**src/rtl/mips_mem_pkg.sv**
```systemverilog
// rtl/mips_mem_pkg.sv - shared encodings and defaults for the MEM-stage access controller
package mips_mem_pkg;

  // mem_size encodings; 2'b11 falls through to word handling
  localparam logic [1:0] SIZE_B = 2'b00;
  localparam logic [1:0] SIZE_H = 2'b01;
  localparam logic [1:0] SIZE_W = 2'b10;

  localparam int DEFAULT_TIMEOUT = 255;

  typedef enum logic [1:0] {
    ST_IDLE = 2'd0,
    ST_REQ  = 2'd1,
    ST_DONE = 2'd2
  } mem_state_e;

endpackage

```
**src/rtl/mem_access_stage_if.sv**
```systemverilog
// rtl/mem_access_stage_if.sv - req/ack data-bus bundle between the MEM stage and the data memory
interface mem_access_stage_if;

  logic        dbus_req;
  logic        dbus_we;
  logic [31:0] dbus_addr;
  logic [3:0]  dbus_be;
  logic [31:0] dbus_wdata;
  logic        dbus_ack;
  logic [31:0] dbus_rdata;

  modport master (
    output dbus_req, dbus_we, dbus_addr, dbus_be, dbus_wdata,
    input  dbus_ack, dbus_rdata
  );

  modport slave (
    input  dbus_req, dbus_we, dbus_addr, dbus_be, dbus_wdata,
    output dbus_ack, dbus_rdata
  );

endinterface

```
**src/rtl/mem_lane_align.sv**
```systemverilog
// rtl/mem_lane_align.sv - misalign check, store lane steering and load extract/extend
module mem_lane_align
  import mips_mem_pkg::*;
(
  input  logic [1:0]  mem_size,
  input  logic        mem_unsigned,
  input  logic [1:0]  addr_lo,
  input  logic        is_store,
  input  logic [31:0] store_data,
  input  logic [31:0] rdata,
  output logic        misalign,
  output logic [3:0]  be,
  output logic [31:0] wdata,
  output logic [31:0] load_data
);

  logic [7:0]  byte_sel;
  logic [15:0] half_sel;

  // Pick the addressed byte/half out of the little-endian read word
  always_comb begin
    byte_sel = rdata[{addr_lo, 3'b000} +: 8];
    half_sel = addr_lo[1] ? rdata[31:16] : rdata[15:0];
  end

  // Size-dependent alignment, byte enables, write replication and load extension
  always_comb begin
    misalign  = 1'b0;
    be        = 4'b1111;
    wdata     = store_data;
    load_data = rdata;
    case (mem_size)
      SIZE_B: begin
        if (is_store) be = 4'b0001 << addr_lo;
        wdata     = {4{store_data[7:0]}};
        load_data = {{24{~mem_unsigned & byte_sel[7]}}, byte_sel};
      end
      SIZE_H: begin
        misalign = addr_lo[0];
        if (is_store) be = addr_lo[1] ? 4'b1100 : 4'b0011;
        wdata     = {2{store_data[15:0]}};
        load_data = {{16{~mem_unsigned & half_sel[15]}}, half_sel};
      end
      default: begin
        misalign = (addr_lo != 2'b00);
      end
    endcase
  end

endmodule

```
**src/rtl/mem_access_stage.sv**
```systemverilog
// rtl/mem_access_stage.sv - MEM-stage load/store controller driving a req/ack data bus
module mem_access_stage
  import mips_mem_pkg::*;
#(
  parameter int TIMEOUT = DEFAULT_TIMEOUT
) (
  input  logic        clk,
  input  logic        rst,
  input  logic        mem_read,
  input  logic        mem_write,
  input  logic [1:0]  mem_size,
  input  logic        mem_unsigned,
  input  logic [31:0] addr,
  input  logic [31:0] store_data,
  input  logic        regwrite_in,
  output logic        regwrite_out,
  output logic [31:0] mem_data,
  output logic        mem_stall,
  output logic        misalign,
  output logic        bus_err,
  mem_access_stage_if.master dbus
);

  localparam logic [15:0] CNT_LAST = 16'(TIMEOUT - 1);

  mem_state_e  state;
  logic [15:0] cnt;
  logic [31:0] rdata_q;
  logic        bus_err_q;
  logic        align_err;
  logic        access;
  logic [3:0]  be_n;
  logic [31:0] wdata_n;
  logic [31:0] load_data;

  mem_lane_align u_align (
    .mem_size     (mem_size),
    .mem_unsigned (mem_unsigned),
    .addr_lo      (addr[1:0]),
    .is_store     (mem_write),
    .store_data   (store_data),
    .rdata        (rdata_q),
    .misalign     (align_err),
    .be           (be_n),
    .wdata        (wdata_n),
    .load_data    (load_data)
  );

  // Stall covers the launch cycle and every REQ cycle; reset releases it immediately
  always_comb begin
    misalign     = (mem_read | mem_write) & align_err;
    access       = (mem_read | mem_write) & ~align_err;
    mem_stall    = ~rst & (((state == ST_IDLE) & access) | (state == ST_REQ));
    regwrite_out = regwrite_in & ~mem_stall;
    mem_data     = (state == ST_DONE) ? load_data : 32'h0;
    bus_err      = bus_err_q;
  end

  // Transaction FSM: launch from IDLE, wait for ack or timeout in REQ, hand off in DONE
  always_ff @(posedge clk or posedge rst) begin
    if (rst) begin
      state           <= ST_IDLE;
      cnt             <= 16'h0;
      rdata_q         <= 32'h0;
      bus_err_q       <= 1'b0;
      dbus.dbus_req   <= 1'b0;
      dbus.dbus_we    <= 1'b0;
      dbus.dbus_addr  <= 32'h0;
      dbus.dbus_be    <= 4'h0;
      dbus.dbus_wdata <= 32'h0;
    end else begin
      bus_err_q <= 1'b0;
      case (state)
        ST_IDLE: begin
          cnt <= 16'h0;
          if (access) begin
            dbus.dbus_req   <= 1'b1;
            dbus.dbus_we    <= mem_write;
            dbus.dbus_addr  <= {addr[31:2], 2'b00};
            dbus.dbus_be    <= be_n;
            dbus.dbus_wdata <= wdata_n;
            state           <= ST_REQ;
          end
        end
        ST_REQ: begin
          if (dbus.dbus_ack) begin
            rdata_q       <= dbus.dbus_rdata;
            dbus.dbus_req <= 1'b0;
            state         <= ST_DONE;
          end else if (cnt == CNT_LAST) begin
            rdata_q       <= 32'h0;
            bus_err_q     <= 1'b1;
            dbus.dbus_req <= 1'b0;
            state         <= ST_DONE;
          end else begin
            cnt <= cnt + 16'h1;
          end
        end
        ST_DONE: begin
          cnt   <= 16'h0;
          state <= ST_IDLE;
        end
        default: state <= ST_IDLE;
      endcase
    end
  end

endmodule

```
**src/flat_wrapper.sv**
```systemverilog
// flat-port wrapper written by rule: the top's interface ports become plain ports
module mem_access_stage_flat import mips_mem_pkg::*;
#(
  parameter int TIMEOUT = DEFAULT_TIMEOUT
)
  (clk, rst, mem_read, mem_write, mem_size, mem_unsigned, addr, store_data, regwrite_in, regwrite_out, mem_data, mem_stall, misalign, bus_err, dbus_dbus_req, dbus_dbus_we, dbus_dbus_addr, dbus_dbus_be, dbus_dbus_wdata, dbus_dbus_ack, dbus_dbus_rdata);
  mem_access_stage_if dbus_i ();
  input  logic clk;
  input  logic rst;
  input  logic mem_read;
  input  logic mem_write;
  input  logic [1:0] mem_size;
  input  logic mem_unsigned;
  input  logic [31:0] addr;
  input  logic [31:0] store_data;
  input  logic regwrite_in;
  output logic regwrite_out;
  output logic [31:0] mem_data;
  output logic mem_stall;
  output logic misalign;
  output logic bus_err;
  output wire logic [$bits(dbus_i.dbus_req)-1:0] dbus_dbus_req;
  output wire logic [$bits(dbus_i.dbus_we)-1:0] dbus_dbus_we;
  output wire logic [$bits(dbus_i.dbus_addr)-1:0] dbus_dbus_addr;
  output wire logic [$bits(dbus_i.dbus_be)-1:0] dbus_dbus_be;
  output wire logic [$bits(dbus_i.dbus_wdata)-1:0] dbus_dbus_wdata;
  input wire logic [$bits(dbus_i.dbus_ack)-1:0] dbus_dbus_ack;
  input wire logic [$bits(dbus_i.dbus_rdata)-1:0] dbus_dbus_rdata;
  assign dbus_dbus_req = dbus_i.dbus_req;
  assign dbus_dbus_we = dbus_i.dbus_we;
  assign dbus_dbus_addr = dbus_i.dbus_addr;
  assign dbus_dbus_be = dbus_i.dbus_be;
  assign dbus_dbus_wdata = dbus_i.dbus_wdata;
  assign dbus_i.dbus_ack = dbus_dbus_ack;
  assign dbus_i.dbus_rdata = dbus_dbus_rdata;
  mem_access_stage #(.TIMEOUT(TIMEOUT)) u_core (.clk(clk), .rst(rst), .mem_read(mem_read), .mem_write(mem_write), .mem_size(mem_size), .mem_unsigned(mem_unsigned), .addr(addr), .store_data(store_data), .regwrite_in(regwrite_in), .regwrite_out(regwrite_out), .mem_data(mem_data), .mem_stall(mem_stall), .misalign(misalign), .bus_err(bus_err), .dbus(dbus_i));
endmodule
```
**config.mk**
```make
export PLATFORM = sky130hd
export DESIGN_NAME = mem_access_stage_flat
export DESIGN_NICKNAME = d
export VERILOG_FILES = /design/src/rtl/mips_mem_pkg.sv /design/src/rtl/mem_access_stage_if.sv /design/src/rtl/mem_lane_align.sv /design/src/rtl/mem_access_stage.sv /design/src/flat_wrapper.sv
export SDC_FILE = /design/constraint.sdc
export NUM_CORES = 1
export LEC_CHECK = 0
export ABC_CLOCK_PERIOD_IN_PS = 4030
export BUFFER_PORTS_ARGS = -buffer_cell sky130_fd_sc_hd__buf_2
export CAP_MARGIN = 20
export CORE_MARGIN = 1.5
export CORE_UTILIZATION = 40
export CTS_CLUSTER_DIAMETER = 100
export CTS_CLUSTER_SIZE = 12
export DETAILED_ROUTE_END_ITERATION = 8
export HOLD_SLACK_MARGIN = 0.12
export PLACE_DENSITY = 0.74
export SYNTH_ARGS = -nofsm -noshare
export SYNTH_HDL_FRONTEND = slang
export SYNTH_SLANG_ARGS = --single-unit
```
**constraint.sdc**
```tcl
create_clock -name clk -period 4.03 [get_ports clk]
set_clock_uncertainty 0.05 [all_clocks]
set_input_delay 0.806 -clock clk [delete_from_list [all_inputs] [get_ports clk]]
set_output_delay 0.806 -clock clk [all_outputs]
set_load 0.05 [all_outputs]
```
==> qor.log, run 1 <==
[run_status] status completed
[detailed_routing] routed length per instance 17.1 um
[final_layout] Nets 840
[logic_synthesis] distinct cell type count after synthesis 52
[clock_network] TritonCTS buffer count 17
[logic_synthesis] primary flip-flop cell chosen by synthesis mapping sky130_fd_sc_hd__dfrtp_1
[logic_synthesis] Async S/R FF share, synth 100%
[sta] maximum clock frequency 283 MHz
[clock_network] Num Clock Sinks 119
[grt] GR Overflow Total 0
[worst_setup_path] worst reg2reg path depth 7
[floorplanning] I/O pin total 211
[hold_path] hold path cells 2
[final_layout] fill cell instance count of the final layout 1,227
[floorplanning] area of the die 15,100 um^2
[detailed_routing] sum of routed wire length over all layers 15.9 mm
[logic_synthesis] total of flip-flops plus latches after synthesis 119
[sta] number of hold-slack violations in the final timing report 0
[logic_synthesis] cell area after technology mapping 5740 um^2
[clock_network] clock input transition at the sequential cells of the worst setup and hold paths 0.05 ns
[sta] Max-Slew Margin vs Limit 35.8%
[floorplanning] row count 43
[sta] RSZ-0062 raised after global routing no
[floorplanning] initial cell density of the core 41.2%
[worst_setup_path] biggest fanout along the worst timing path 16
[power_and_ir_drop] leakage power of the design 3.81 nW
[grt] gr usage total 22.0%
[clock_network] CTS Root Buffer Type sky130_fd_sc_hd__clkbuf_16
[placement] port buffer count 208
[worst_setup_path] sort of element at the start of the critical path flip-flop
[logic_synthesis] synthesized netlist cell count 537
[power_and_ir_drop] total power per unit cell area 777 nW/um^2
[detailed_routing] total via count in the routed design 4,970
[final_layout] fraction of final layout cells with drive strength greater than 1 40.1%
[final_layout] diodes inserted 0
[clock_network] buffer count from post-CTS setup fixing 0
[logic_synthesis] Synth Area per Inst 10.7 um^2
[sta] transition time at the pin with the least slew margin 0.963 ns
[clock_network] CTS H-Tree Depth 4
[worst_setup_path] worst endpoint data arrival time 2.68 ns
[clock_network] deepest clock path buffer count 2
[grt] initial antenna violation count 0
[worst_setup_path] kind of critical path flip-flop to output pin
[run] number of max-capacitance violations reported 0
[logic_synthesis] count of yosys warnings during synthesis 0
[clock_network] number of buffers added to fix hold violations after cts 0
[grt] global-route wire length before repair 25.2 mm
[sta] setup-violating endpoint count in the final report 0
[placement] HPWL after DPL 11.2 mm
[final_layout] area added between synthesis and finish 31.6%
[grt] vias in the first global route 5,010
[floorplanning] die span in x 123 um
[floorplanning] die extent in y 123 um
[worst_setup_path] crit path capture type output pin
[final_layout] cell area after layout 7550 um^2
[detailed_routing] starting DRC count in detailed routing 327
[logic_synthesis] part of the Yosys area used for sequential elements 51.9%
[hold_path] type of the most critical hold path flip-flop to flip-flop
[detailed_routing] antenna viol nets, final 0
[sta] final worst path period share 87.7%
[power_and_ir_drop] worst IR drop on VDD 0.531 mV
[logic_synthesis] EDFF count, synth 0
[grt] pin count of the biggest net entering global routing 98
[detailed_routing] DRC violation count after routing 0
[placement] last weighted congestion value of the routability-driven placer 0.865
[worst_setup_path] WP data required 3.17 ns
[sta] min Tclk post-route 3.54 ns
[detailed_routing] number of search-and-repair iterations in the first detailed-routing pass 4
[clock_network] clock latency of the later-clocked register in the worst-skew pair 0.41 ns
[floorplanning] standard cell core area 13,900 um^2
[clock_network] PostCTS Resize Cnt 0
[clock_network] CTS tree done
[detailed_routing] number of vias per cell after detailed routing 5.37
[sta] number of pins with negative max-slew slack in the final report 0
[placement] Cell Area, Placed 6940 um^2
[sta] TNS Setup 0 ns
==> registers in the layout, indices dropped and copies added, names as in the netlist <==
name and cells:
u_core.dbus.dbus_wdata 32, u_core.rdata_q 32, u_core.dbus.dbus_addr 30, u_core.cnt 16, u_core.dbus.dbus_be 4, u_core.state 2
u_core.bus_err 1, u_core.dbus.dbus_req 1, u_core.dbus.dbus_we 1
==> worst paths after layout <==
path,to,start,slack (ns)
max,mem_data[30],u_core.state[0]$_DFFE_PP0P_,0.49
min reg2reg,u_core.dbus.dbus_wdata[8]$_DFFE_PP0P_,u_core.dbus.dbus_wdata[8]$_DFFE_PP0P_,0.43
max in group asynchronous,u_core.rdata_q[26]$_DFFE_PP0P_,rst,2.68
min in group asynchronous,u_core.dbus.dbus_addr[28]$_DFFE_PP0P_,rst,0.44
max reg2reg,u_core.rdata_q[9]$_DFFE_PP0P_,u_core.cnt[0]$_DFFE_PP0P_,1.29
min,u_core.dbus.dbus_wdata[8]$_DFFE_PP0P_,u_core.dbus.dbus_wdata[8]$_DFFE_PP0P_,0.43
==> synthesized netlist by cell type (2+ instances only) <==
master / n / area [um^2]
sky130_fd_sc_hd__nand3b_1: 2 / 15.0
sky130_fd_sc_hd__nor3_1: 4 / 20.0
sky130_fd_sc_hd__and4_1: 3 / 26.3
sky130_fd_sc_hd__mux2i_1: 30 / 300
sky130_fd_sc_hd__nand3_1: 5 / 25.0
sky130_fd_sc_hd__o21ai_0: 47 / 235
sky130_fd_sc_hd__and3_1: 3 / 18.8
sky130_fd_sc_hd__buf_4: 2 / 15.0
sky130_fd_sc_hd__clkbuf_1: 22 / 82.6
sky130_fd_sc_hd__buf_1: 6 / 22.5
sky130_fd_sc_hd__or3_1: 5 / 31.3
sky130_fd_sc_hd__nor2_1: 24 / 90.1
sky130_fd_sc_hd__o21bai_1: 2 / 15.0
sky130_fd_sc_hd__o31ai_1: 5 / 37.5
sky130_fd_sc_hd__nor3b_1: 4 / 30.0
sky130_fd_sc_hd__or4_1: 5 / 37.5
sky130_fd_sc_hd__inv_1: 14 / 52.6
sky130_fd_sc_hd__dfrtp_1: 119 / 2980
sky130_fd_sc_hd__nand4_1: 3 / 18.8
sky130_fd_sc_hd__a21o_1: 19 / 143
sky130_fd_sc_hd__a21oi_1: 20 / 100
sky130_fd_sc_hd__a22o_1: 25 / 219
sky130_fd_sc_hd__o221a_2: 4 / 45.0
sky130_fd_sc_hd__o22a_1: 4 / 35.0
sky130_fd_sc_hd__nand2b_1: 9 / 56.3
sky130_fd_sc_hd__o211a_1: 2 / 20.0
sky130_fd_sc_hd__mux2_2: 43 / 484
sky130_fd_sc_hd__nor2b_1: 5 / 31.3
sky130_fd_sc_hd__ha_1: 2 / 25.0
sky130_fd_sc_hd__a221oi_1: 7 / 61.3
sky130_fd_sc_hd__nand2_1: 60 / 225
sky130_fd_sc_hd__buf_2: 10 / 50.1
sky130_fd_sc_hd__nor4b_1: 3 / 26.3
==> worst max-delay path, cell delays in order, from the launching register on <==
cell                      delay, ns
sky130_fd_sc_hd__dfrtp_1       0.37
sky130_fd_sc_hd__inv_1         0.31
sky130_fd_sc_hd__nand2_1       0.41
sky130_fd_sc_hd__nor4_4        0.76
sky130_fd_sc_hd__a21o_1        0.16
sky130_fd_sc_hd__buf_2         0.26
==> per-stage QoR <==
step | hold slack, ns | worst slack [ns] | util [%] | total power (W) | std cells
floorplan | 0.416 | 0.0165 | - | 0.00367 | 538
global placement | 0.409 | 0.632 | 49.8 | 0.00427 | 894
detailed placement | 0.419 | 0.573 | 49.8 | 0.00430 | 894
CTS | 0.433 | 0.505 | 54.2 | 0.00591 | 926
global route | 0.461 | 0.278 | 54.2 | 0.00615 | 926
finish | 0.426 | 0.494 | 54.2 | 0.00587 | 926
==> placed cells by master (no fill, tap or decap), drive strengths merged, types with 2 or more instances in the layout <==
cell type	count
ha	2
and4	3
nor3	4
clkinv	2
nand2b	9
nand3b	2
inv	14
nor3b	4
nand4	3
mux2	43
nor4	2
and3	3
bufinv	4
o21bai	2
o22a	4
nand2	61
nor2b	5
nor4b	3
nor2	24
o211a	2
or4	5
a21o	19
or3	6
clkinvlp	2
nand3	5
buf	216
clkbuf	24
mux2i	30
o221a	4
o31ai	5
o21ai	48
dfrtp	119
a22o	25
conb	2
a221oi	7
a21oi	20
==> final cells by class <==
type                    count  area, um^2  share of cell area, %
multi-input cells         365        2550                   33.8
well taps                 180         225                   2.98
flip-flops and latches    119        2980                   39.4
repair buffers            216        1130                   14.9
clock buffers              24         472                   6.24
clock inverters             8         145                   1.92
inverters                  14        55.1                  0.729
==> logic make-up (layout without fill, tap and decap cells) <==
logic type | count (synthesis) | in the layout | synth area share, %
AO/OA/AOI/OAI | 143 | 143 | 16.9
buffers and inverters | 54 | 262 | 3.88
other | 1 | 2 | 0.0653
adder cells (fa/ha/maj) | 2 | 2 | 0.436
multiplexers | 74 | 74 | 14.1
flip-flops | 119 | 119 | 51.9
AND/OR/NAND/NOR | 144 | 144 | 12.8
==> where the power goes <==
part	leakage [nW]	internal, W	switching (W)	total [W]
registers	1.47	0.00164	0.000284	0.00193
logic	2.05	0.000657	0.00170	0.00236
clock network	0.294	0.00107	0.000520	0.00159
total	3.81	0.00337	0.00251	0.00587
==> metal layers <==
layer | track usage (%) | share of wire (%) | vias up
met5 | 0 | 0 | -
met4 | 9.59 | 2.2 | 0
met3 | 7.16 | 7.9 | 24
met2 | 35.4 | 49 | 209
met1 | 26.9 | 41 | 2407
li1 | - | - | 2330
Power figures use the tool's default switching activity.
==> run 2: changes to the inputs <==
CORE_UTILIZATION = 25   (was 40)
PLACE_DENSITY = 0.53   (was 0.74)
REMOVE_ABC_BUFFERS = 1   (was not set)
==> run 2 against run 1 <==
  * First-iteration DRC count down 0.92%
  * Global-route usage down 7.1 points
  * Core utilization down 20 points
  * Wire length up 8.8%
  * Critical path depth up 1
  * Clock power down 3%
  * Non-clock buffer count up 2
==> qor.log, run 2 (same netlist as run 1, synthesis figures left out) <==
[run_status] status completed [unchanged]
[grt] initial antenna violation count 1 [was 0]
[power_and_ir_drop] worst IR drop on VDD 0.375 mV [was 0.531 mV]
[sta] RSZ-0062 raised after global routing no [unchanged]
[floorplanning] row count 55 [was 43]
[grt] global-route wire length before repair 27.2 mm [was 25.2 mm]
[clock_network] PostCTS Resize Cnt 0 [unchanged]
[worst_setup_path] sort of element at the start of the critical path input port [was flip-flop]
[placement] last weighted congestion value of the routability-driven placer 0.759 [was 0.865]
[worst_setup_path] crit path capture mem_data[8] [was mem_data[30]]
[power_and_ir_drop] combinational fraction of design power 40.2% [about the same]
[worst_setup_path] WP data required 3.17 ns [about the same]
[worst_setup_path] cell breakdown of the critical path buf_2 > mux4_2 > nor3b_1 > nor2_1 > a221oi_1 > buf_2 [was inv_1 > nand2_1 > nor4_4 > a21o_1 > buf_2]
[worst_setup_path] Buf+Inv Stages, Crit Path 2 [unchanged]
[detailed_routing] antenna viol nets, final 0 [unchanged]
[sta] TNS Setup 0 ns [unchanged]
[detailed_routing] number of vias per cell after detailed routing 4.69 [was 5.37]
[sta] number of hold-slack violations in the final timing report 0 [unchanged]
[placement] Cell Area, Placed 7080 um^2 [was 6940 um^2]
[detailed_routing] number of search-and-repair iterations in the first detailed-routing pass 4 [unchanged]
[sta] maximum clock frequency 275 MHz [was 283 MHz]
[sta] transition time at the pin with the least slew margin 0.993 ns [was 0.963 ns]
[power_and_ir_drop] Flop pwr share 33.1% [was 32.8%]
[final_layout] area added between synthesis and finish 33.8% [was 31.6%]
[final_layout] fraction of final layout cells with drive strength greater than 1 40.5% [was 40.1%]
[run] number of max-capacitance violations reported 0 [unchanged]
[sta] setup-violating endpoint count in the final report 0 [unchanged]
[worst_setup_path] critical path's top delay family simple AND/OR/NAND/NOR gates [unchanged]
[floorplanning] standard cell core area 22,600 um^2 [was 13,900 um^2]
[worst_setup_path] critical path's slowest cell sky130_fd_sc_hd__mux4_2 [was sky130_fd_sc_hd__nor4_4]
[clock_network] CTS H-Tree Depth 4 [unchanged]
[power_and_ir_drop] Net Sw Power 0.00252 W [was 0.00251 W]
[hold_path] type of the most critical hold path flip-flop to flip-flop [unchanged]
[sta] min Tclk post-route 3.63 ns [was 3.54 ns]
[clock_network] CTS tree done [unchanged]
[final_layout] cell area after layout 7680 um^2 [was 7550 um^2]
[worst_setup_path] longest individual stage delay on the worst path 0.59 ns [was 0.76 ns]
[worst_setup_path] reg2reg end u_core.rdata_q[10]$_DFFE_PP0P_ [was u_core.rdata_q[9]$_DFFE_PP0P_]
[grt] gr usage total 14.8% [was 22.0%]
[final_layout] commonest cells after routing, fill and taps aside sky130_fd_sc_hd__buf_2, sky130_fd_sc_hd__dfrtp_1, sky130_fd_sc_hd__nand2_1 [unchanged]
[clock_network] clock latency of the later-clocked register in the worst-skew pair 0.41 ns [about the same]
[grt] GR Overflow Total 0 [unchanged]
[worst_setup_path] crit path capture type output pin [unchanged]
[floorplanning] initial cell density of the core 25.4% [was 41.2%]
[worst_setup_path] worst reg2reg path depth 7 [unchanged]
[worst_setup_path] kind of critical path input port to output pin [was flip-flop to output pin]
[worst_setup_path] flop-to-flop setup slack 1.40 ns [was 1.29 ns]
[clock_network] TritonCTS buffer count 17 [unchanged]
[power_and_ir_drop] net switching share of the total power 43.2% [was 42.7%]
[worst_setup_path] reg-to-reg critical path startpoint u_core.cnt[0]$_DFFE_PP0P_ [unchanged]
[detailed_routing] starting DRC count in detailed routing 324 [was 327]
[sta] number of pins with negative max-slew slack in the final report 0 [unchanged]
[floorplanning] die span in x 155 um [was 123 um]
[clock_network] deepest clock path buffer count 2 [unchanged]
[clock_network] clock input transition at the sequential cells of the worst setup and hold paths 0.05 ns [about the same]
[worst_setup_path] most frequent cell on the critical path sky130_fd_sc_hd__buf_2
[clock_network] CTS Root Buffer Type sky130_fd_sc_hd__clkbuf_16 [unchanged]
[floorplanning] area of the die 23,900 um^2 [was 15,100 um^2]
[sta] Max-Slew Margin vs Limit 33.8% [was 35.8%]
[detailed_routing] DRC violation count after routing 0 [unchanged]
[worst_setup_path] total number of cells along the worst setup path 6 [was 5]
[power_and_ir_drop] leakage power of the design 3.82 nW [was 3.81 nW]
[worst_setup_path] worst endpoint data arrival time 2.78 ns [was 2.68 ns]
[clock_network] Num Clock Sinks 119 [unchanged]
[sta] final worst path period share 90.2% [was 87.7%]
[final_layout] commonest non-fill, non-tap cell in the layout sky130_fd_sc_hd__buf_2 [unchanged]
[placement] HPWL after DPL 12.4 mm [was 11.2 mm]
[power_and_ir_drop] clock network fraction of total power 26.6% [was 27.0%]
[worst_setup_path] biggest fanout along the worst timing path 14 [was 16]
[power_and_ir_drop] internal power contribution 0.00331 W [was 0.00337 W]
[power_and_ir_drop] total power per unit cell area 759 nW/um^2 [was 777 nW/um^2]
[final_layout] Nets 842 [was 840]
[grt] vias in the first global route 4,811 [was 5,010]
[worst_setup_path] source of the critical timing path addr[1] [was u_core.state[0]$_DFFE_PP0P_]
[clock_network] buffer count from post-CTS setup fixing 0 [unchanged]
[floorplanning] die extent in y 155 um [was 123 um]
[detailed_routing] routed length per instance 16.7 um [was 17.1 um]
[detailed_routing] total via count in the routed design 4,851 [was 4,970]
[final_layout] fill cell instance count of the final layout 2,381 [was 1,227]
[floorplanning] I/O pin total 211 [unchanged]
[placement] port buffer count 208 [unchanged]
[clock_network] number of buffers added to fix hold violations after cts 0 [unchanged]
[final_layout] Regs by FF count u_core.dbus.dbus_wdata x32, u_core.rdata_q x32, u_core.dbus.dbus_addr x30 [unchanged]
[detailed_routing] sum of routed wire length over all layers 17.3 mm [was 15.9 mm]
[grt] pin count of the biggest net entering global routing 98 [unchanged]
[run 2: metal layers]
layer	up-vias	wire length, um	track usage [%]
li1	2335	-	-
met1	2354	7940	19.2
met2	153	7940	23.4
met3	9	1230	5.30
met4	0	157	3.85
met5	-	0	0
[run 2: how the worst min path moves through the flow]
stage	from	end	slack, ns	cells after the start
finish	u_core.dbus.dbus_wdata[29]$_DFFE_PP0P_	u_core.dbus.dbus_wdata[29]$_DFFE_PP0P_	0.42	2
global route	u_core.dbus.dbus_wdata[14]$_DFFE_PP0P_	u_core.dbus.dbus_wdata[14]$_DFFE_PP0P_	0.45	2
CTS	u_core.dbus.dbus_wdata[29]$_DFFE_PP0P_	u_core.dbus.dbus_wdata[29]$_DFFE_PP0P_	0.43	2
detailed placement	u_core.dbus.dbus_wdata[29]$_DFFE_PP0P_	u_core.dbus.dbus_wdata[29]$_DFFE_PP0P_	0.42	2
global placement	u_core.dbus.dbus_wdata[11]$_DFFE_PP0P_	u_core.dbus.dbus_wdata[11]$_DFFE_PP0P_	0.41	2
floorplan	u_core.rdata_q[6]$_DFFE_PP0P_	u_core.rdata_q[6]$_DFFE_PP0P_	0.42	1
[run 2: area by class of cell]
| type | count | area (um^2) | share of cell area, % |
|---|---|---|---|
| Antenna cell | 1 | 2.50 | 0.0326 |
| Clock buffer | 23 | 478 | 6.22 |
| Clock inverter | 9 | 123 | 1.60 |
| Inverter | 14 | 55.1 | 0.716 |
| Multi-Input combinational cell | 365 | 2550 | 33.2 |
| Sequential cell | 119 | 2980 | 38.8 |
| Tap cell | 285 | 357 | 4.64 |
| Timing Repair Buffer | 218 | 1140 | 14.9 |
[run 2: per-stage QoR]
step                total power, W  setup WS (ns)  util [%]  cells  hold WS (ns)
CTS                        0.00590          0.366      34.0   1033         0.432
detailed placement         0.00431          0.442      31.4   1001         0.419
finish                     0.00583          0.396      34.0   1034         0.421
global route               0.00613          0.148      34.0   1033         0.450
floorplan                  0.00366          -2.13         -    498         0.416
global placement           0.00429          0.491      31.4   1001         0.407
[run 2: power by group through the flow]
stage | Sequential, W | Combinational [W] | Clock [W]
2_1_floorplan | 0.00288 | 0.000777 | 0
3_3_place_gp | 0.00194 | 0.00235 | 0
3_5_place_dp | 0.00194 | 0.00237 | 0
4_1_cts | 0.00193 | 0.00237 | 0.00160
5_1_grt | 0.00199 | 0.00250 | 0.00165
6_report | 0.00193 | 0.00235 | 0.00155
[run 2: tightest hold or removal path, delay by kind of cell (launching register included)]
family	cells	cell delay (ns)
compound gates	1	0.06
simple gates	1	0.04
flops	1	0.33
==> run 3: changes to the inputs <==
RECOVER_POWER = 25   (was not set)
==> run 3 against run 2 <==
  * The run now ends with max-capacitance violations, max-slew violations left
  * Worst setup slack improved by 0.0018 ns
  * Largest power group unchanged
  * Sequential share of layout area about the same
  * Power about the same
  * First-iteration DRC count is the same
  * Via count about the same
  * Largest cell class unchanged
  * Combinational power is essentially flat
  * Clock-buffer cell count unchanged
  * Fmax about the same
  * Worst hold slack unchanged
  * Global-route usage unchanged
==> qor.log, run 3 (same netlist as run 1, synthesis figures left out) <==
[sta] final worst path period share 90.1% [was 90.2%]
[power_and_ir_drop] net switching share of the total power 43.2% [about the same]
[hold_path] type of the most critical hold path flip-flop to flip-flop [unchanged]
[worst_setup_path] worst endpoint data arrival time 2.78 ns [about the same]
[detailed_routing] routed length per instance 16.7 um [unchanged]
[grt] initial antenna violation count 1 [unchanged]
[sta] setup-violating endpoint count in the final report 0 [unchanged]
[worst_setup_path] reg2reg end u_core.rdata_q[10]$_DFFE_PP0P_ [unchanged]
[run_status] status complete, but fails checks [was completed]
[detailed_routing] sum of routed wire length over all layers 17.3 mm [unchanged]
[power_and_ir_drop] combinational fraction of design power 40.2% [about the same]
[final_layout] share of the core filled with cells 34.0% [about the same]
[floorplanning] row count 55 [unchanged]
[detailed_routing] number of vias per cell after detailed routing 4.69 [about the same]
[floorplanning] die span in x 155 um [unchanged]
[final_layout] Regs by FF count u_core.dbus.dbus_wdata x32, u_core.rdata_q x32, u_core.dbus.dbus_addr x30 [unchanged]
[power_and_ir_drop] worst IR drop on VDD 0.375 mV [about the same]
[worst_setup_path] kind of critical path input port to output pin [unchanged]
[clock_network] number of buffers added to fix hold violations after cts 0 [unchanged]
[placement] HPWL after DPL 12.4 mm [unchanged]
[final_layout] Nets 842 [unchanged]
[floorplanning] area of the die 23,900 um^2 [unchanged]
[floorplanning] I/O pin total 211 [unchanged]
[clock_network] Num Clock Sinks 119 [unchanged]
[detailed_routing] starting DRC count in detailed routing 324 [unchanged]
[detailed_routing] antenna viol nets, final 0 [unchanged]
[grt] pin count of the biggest net entering global routing 98 [unchanged]
[detailed_routing] DRC violation count after routing 0 [unchanged]
[final_layout] commonest cells after routing, fill and taps aside sky130_fd_sc_hd__buf_2, sky130_fd_sc_hd__dfrtp_1, sky130_fd_sc_hd__nand2_1 [unchanged]
[hold_path] start point of the worst hold path u_core.dbus.dbus_wdata[29]$_DFFE_PP0P_ [unchanged]
[clock_network] deepest clock path buffer count 2 [unchanged]
[final_layout] fill cell instance count of the final layout 2,381 [unchanged]
[floorplanning] standard cell core area 22,600 um^2 [unchanged]
[placement] last weighted congestion value of the routability-driven placer 0.759 [unchanged]
[final_layout] area added between synthesis and finish 33.8% [about the same]
[power_and_ir_drop] leakage power of the design 3.83 nW [was 3.82 nW]
[clock_network] CTS tree done [unchanged]
[clock_network] CTS H-Tree Depth 4 [unchanged]
[grt] global-route wire length before repair 27.2 mm [unchanged]
[grt] GR Overflow Total 0 [unchanged]
[floorplanning] die extent in y 155 um [unchanged]
[power_and_ir_drop] clock network fraction of total power 26.6% [about the same]
[final_layout] fraction of final layout cells with drive strength greater than 1 40.4% [was 40.5%]
[worst_setup_path] worst reg2reg path depth 7 [unchanged]
[hold_path] hold path cells 2 [unchanged]
[worst_setup_path] reg-to-reg critical path startpoint u_core.cnt[0]$_DFFE_PP0P_ [unchanged]
[final_layout] multi-input combinational cell area 2550 um^2 [unchanged]
[placement] port buffer count 208 [unchanged]
[power_and_ir_drop] Flop pwr share 33.1% [about the same]
[clock_network] PostCTS Resize Cnt 0 [unchanged]
[clock_network] buffer count from post-CTS setup fixing 0 [unchanged]
[clock_network] CTS Root Buffer Type sky130_fd_sc_hd__clkbuf_16 [unchanged]
[clock_network] TritonCTS buffer count 17 [unchanged]
[worst_setup_path] flop-to-flop setup slack 1.41 ns [was 1.40 ns]
[worst_setup_path] crit path capture type output pin [unchanged]
[power_and_ir_drop] Pwr Total 0.00583 W [about the same]
[sta] tightest hold margin 0.421 ns [unchanged]
[sta] RSZ-0062 raised after global routing no [unchanged]
[worst_setup_path] WP data required 3.17 ns [about the same]
[worst_setup_path] biggest fanout along the worst timing path 14 [unchanged]
[power_and_ir_drop] internal power contribution 0.00331 W [about the same]
[final_layout] register area 2980 um^2 [unchanged]
[sta] number of hold-slack violations in the final timing report 0 [unchanged]
[detailed_routing] number of search-and-repair iterations in the first detailed-routing pass 4 [unchanged]
[power_and_ir_drop] Net Sw Power 0.00252 W [about the same]
[power_and_ir_drop] total power per unit cell area 759 nW/um^2 [about the same]
[detailed_routing] total via count in the routed design 4,852 [was 4,851]
[sta] Max-Slew Margin vs Limit -77.3% [was 33.8%]
[sta] min Tclk post-route 3.63 ns [about the same]
[worst_setup_path] sort of element at the start of the critical path input port [unchanged]
[sta] transition time at the pin with the least slew margin 2.66 ns [was 0.993 ns]
[grt] gr usage total 14.8% [unchanged]
[grt] vias in the first global route 4,811 [unchanged]
[run_status] failing checks max-capacitance violations, max-slew violations
[run] number of max-capacitance violations reported 1 [was 0]
[floorplanning] initial cell density of the core 25.4% [unchanged]
[clock_network] clock latency of the later-clocked register in the worst-skew pair 0.41 ns [about the same]
[hold_path] worst hold path endpoint u_core.dbus.dbus_wdata[29]$_DFFE_PP0P_ [unchanged]
[sta] maximum clock frequency 275 MHz [about the same]
[clock_network] clock input transition at the sequential cells of the worst setup and hold paths 0.05 ns [about the same]
[final_layout] commonest non-fill, non-tap cell in the layout sky130_fd_sc_hd__buf_2 [unchanged]
[sta] number of pins with negative max-slew slack in the final report 65 [was 0]
## run 3: how the worst max path moves through the flow
| stage | startpoint | end | cells past startpoint |
|---|---|---|---|
| after global routing | u_core.state[0]$_DFFE_PP0P_ | mem_data[7] | 5 |
| after floorplan | addr[1] | regwrite_out | 4 |
| after CTS | u_core.state[0]$_DFFE_PP0P_ | mem_data[7] | 5 |
| after detailed placement | addr[1] | mem_data[14] | 6 |
| final | addr[1] | mem_data[8] | 6 |
| after global placement | addr[1] | mem_data[11] | 6 |
## run 3: cell type report
| class | count | share of cell area [%] |
|---|---|---|
| Clock inverter | 9 | 1.60 |
| Tap cell | 285 | 4.64 |
| Inverter | 14 | 0.684 |
| Sequential cell | 119 | 38.8 |
| Antenna cell | 1 | 0.0326 |
| Multi-Input combinational cell | 365 | 33.2 |
| Timing Repair Buffer | 218 | 14.9 |
| Clock buffer | 23 | 6.22 |
## run 3: per-stage QoR
stage	TNS, ns	area, um^2	worst slack (ns)	cells
2_1_floorplan	-12.86	5580	-2.13	498
3_3_place_gp	0	7080	0.491	1001
3_5_place_dp	0	7080	0.442	1001
4_1_cts	0	7680	0.366	1033
5_1_grt	0	7680	0.148	1033
6_report	0	7680	0.398	1034
## run 3: power groups by stage
stage	Sequential (W)	Clock [W]	Combinational [W]
6_report	0.00193	0.00155	0.00235
5_1_grt	0.00199	0.00165	0.00250
4_1_cts	0.00193	0.00160	0.00237
3_5_place_dp	0.00194	0	0.00237
3_3_place_gp	0.00194	0	0.00235
2_1_floorplan	0.00288	0	0.000777
## run 3: worst max-delay path, stage by stage
cell	delay, ns
sky130_fd_sc_hd__buf_2	0.23
sky130_fd_sc_hd__mux4_2	0.59
sky130_fd_sc_hd__nor3b_1	0.16
sky130_fd_sc_hd__nor2_1	0.54
sky130_fd_sc_hd__a221oi_1	0.18
sky130_fd_sc_hd__buf_2	0.26
## run 3: per-layer routing
layer,vias to the layer above,global-route usage (%),wire length [um]
met1,2356,19.2,7940
met4,0,3.85,157
li1,2334,-,-
met5,-,0,0
met2,153,23.4,7940
met3,9,5.30,1230
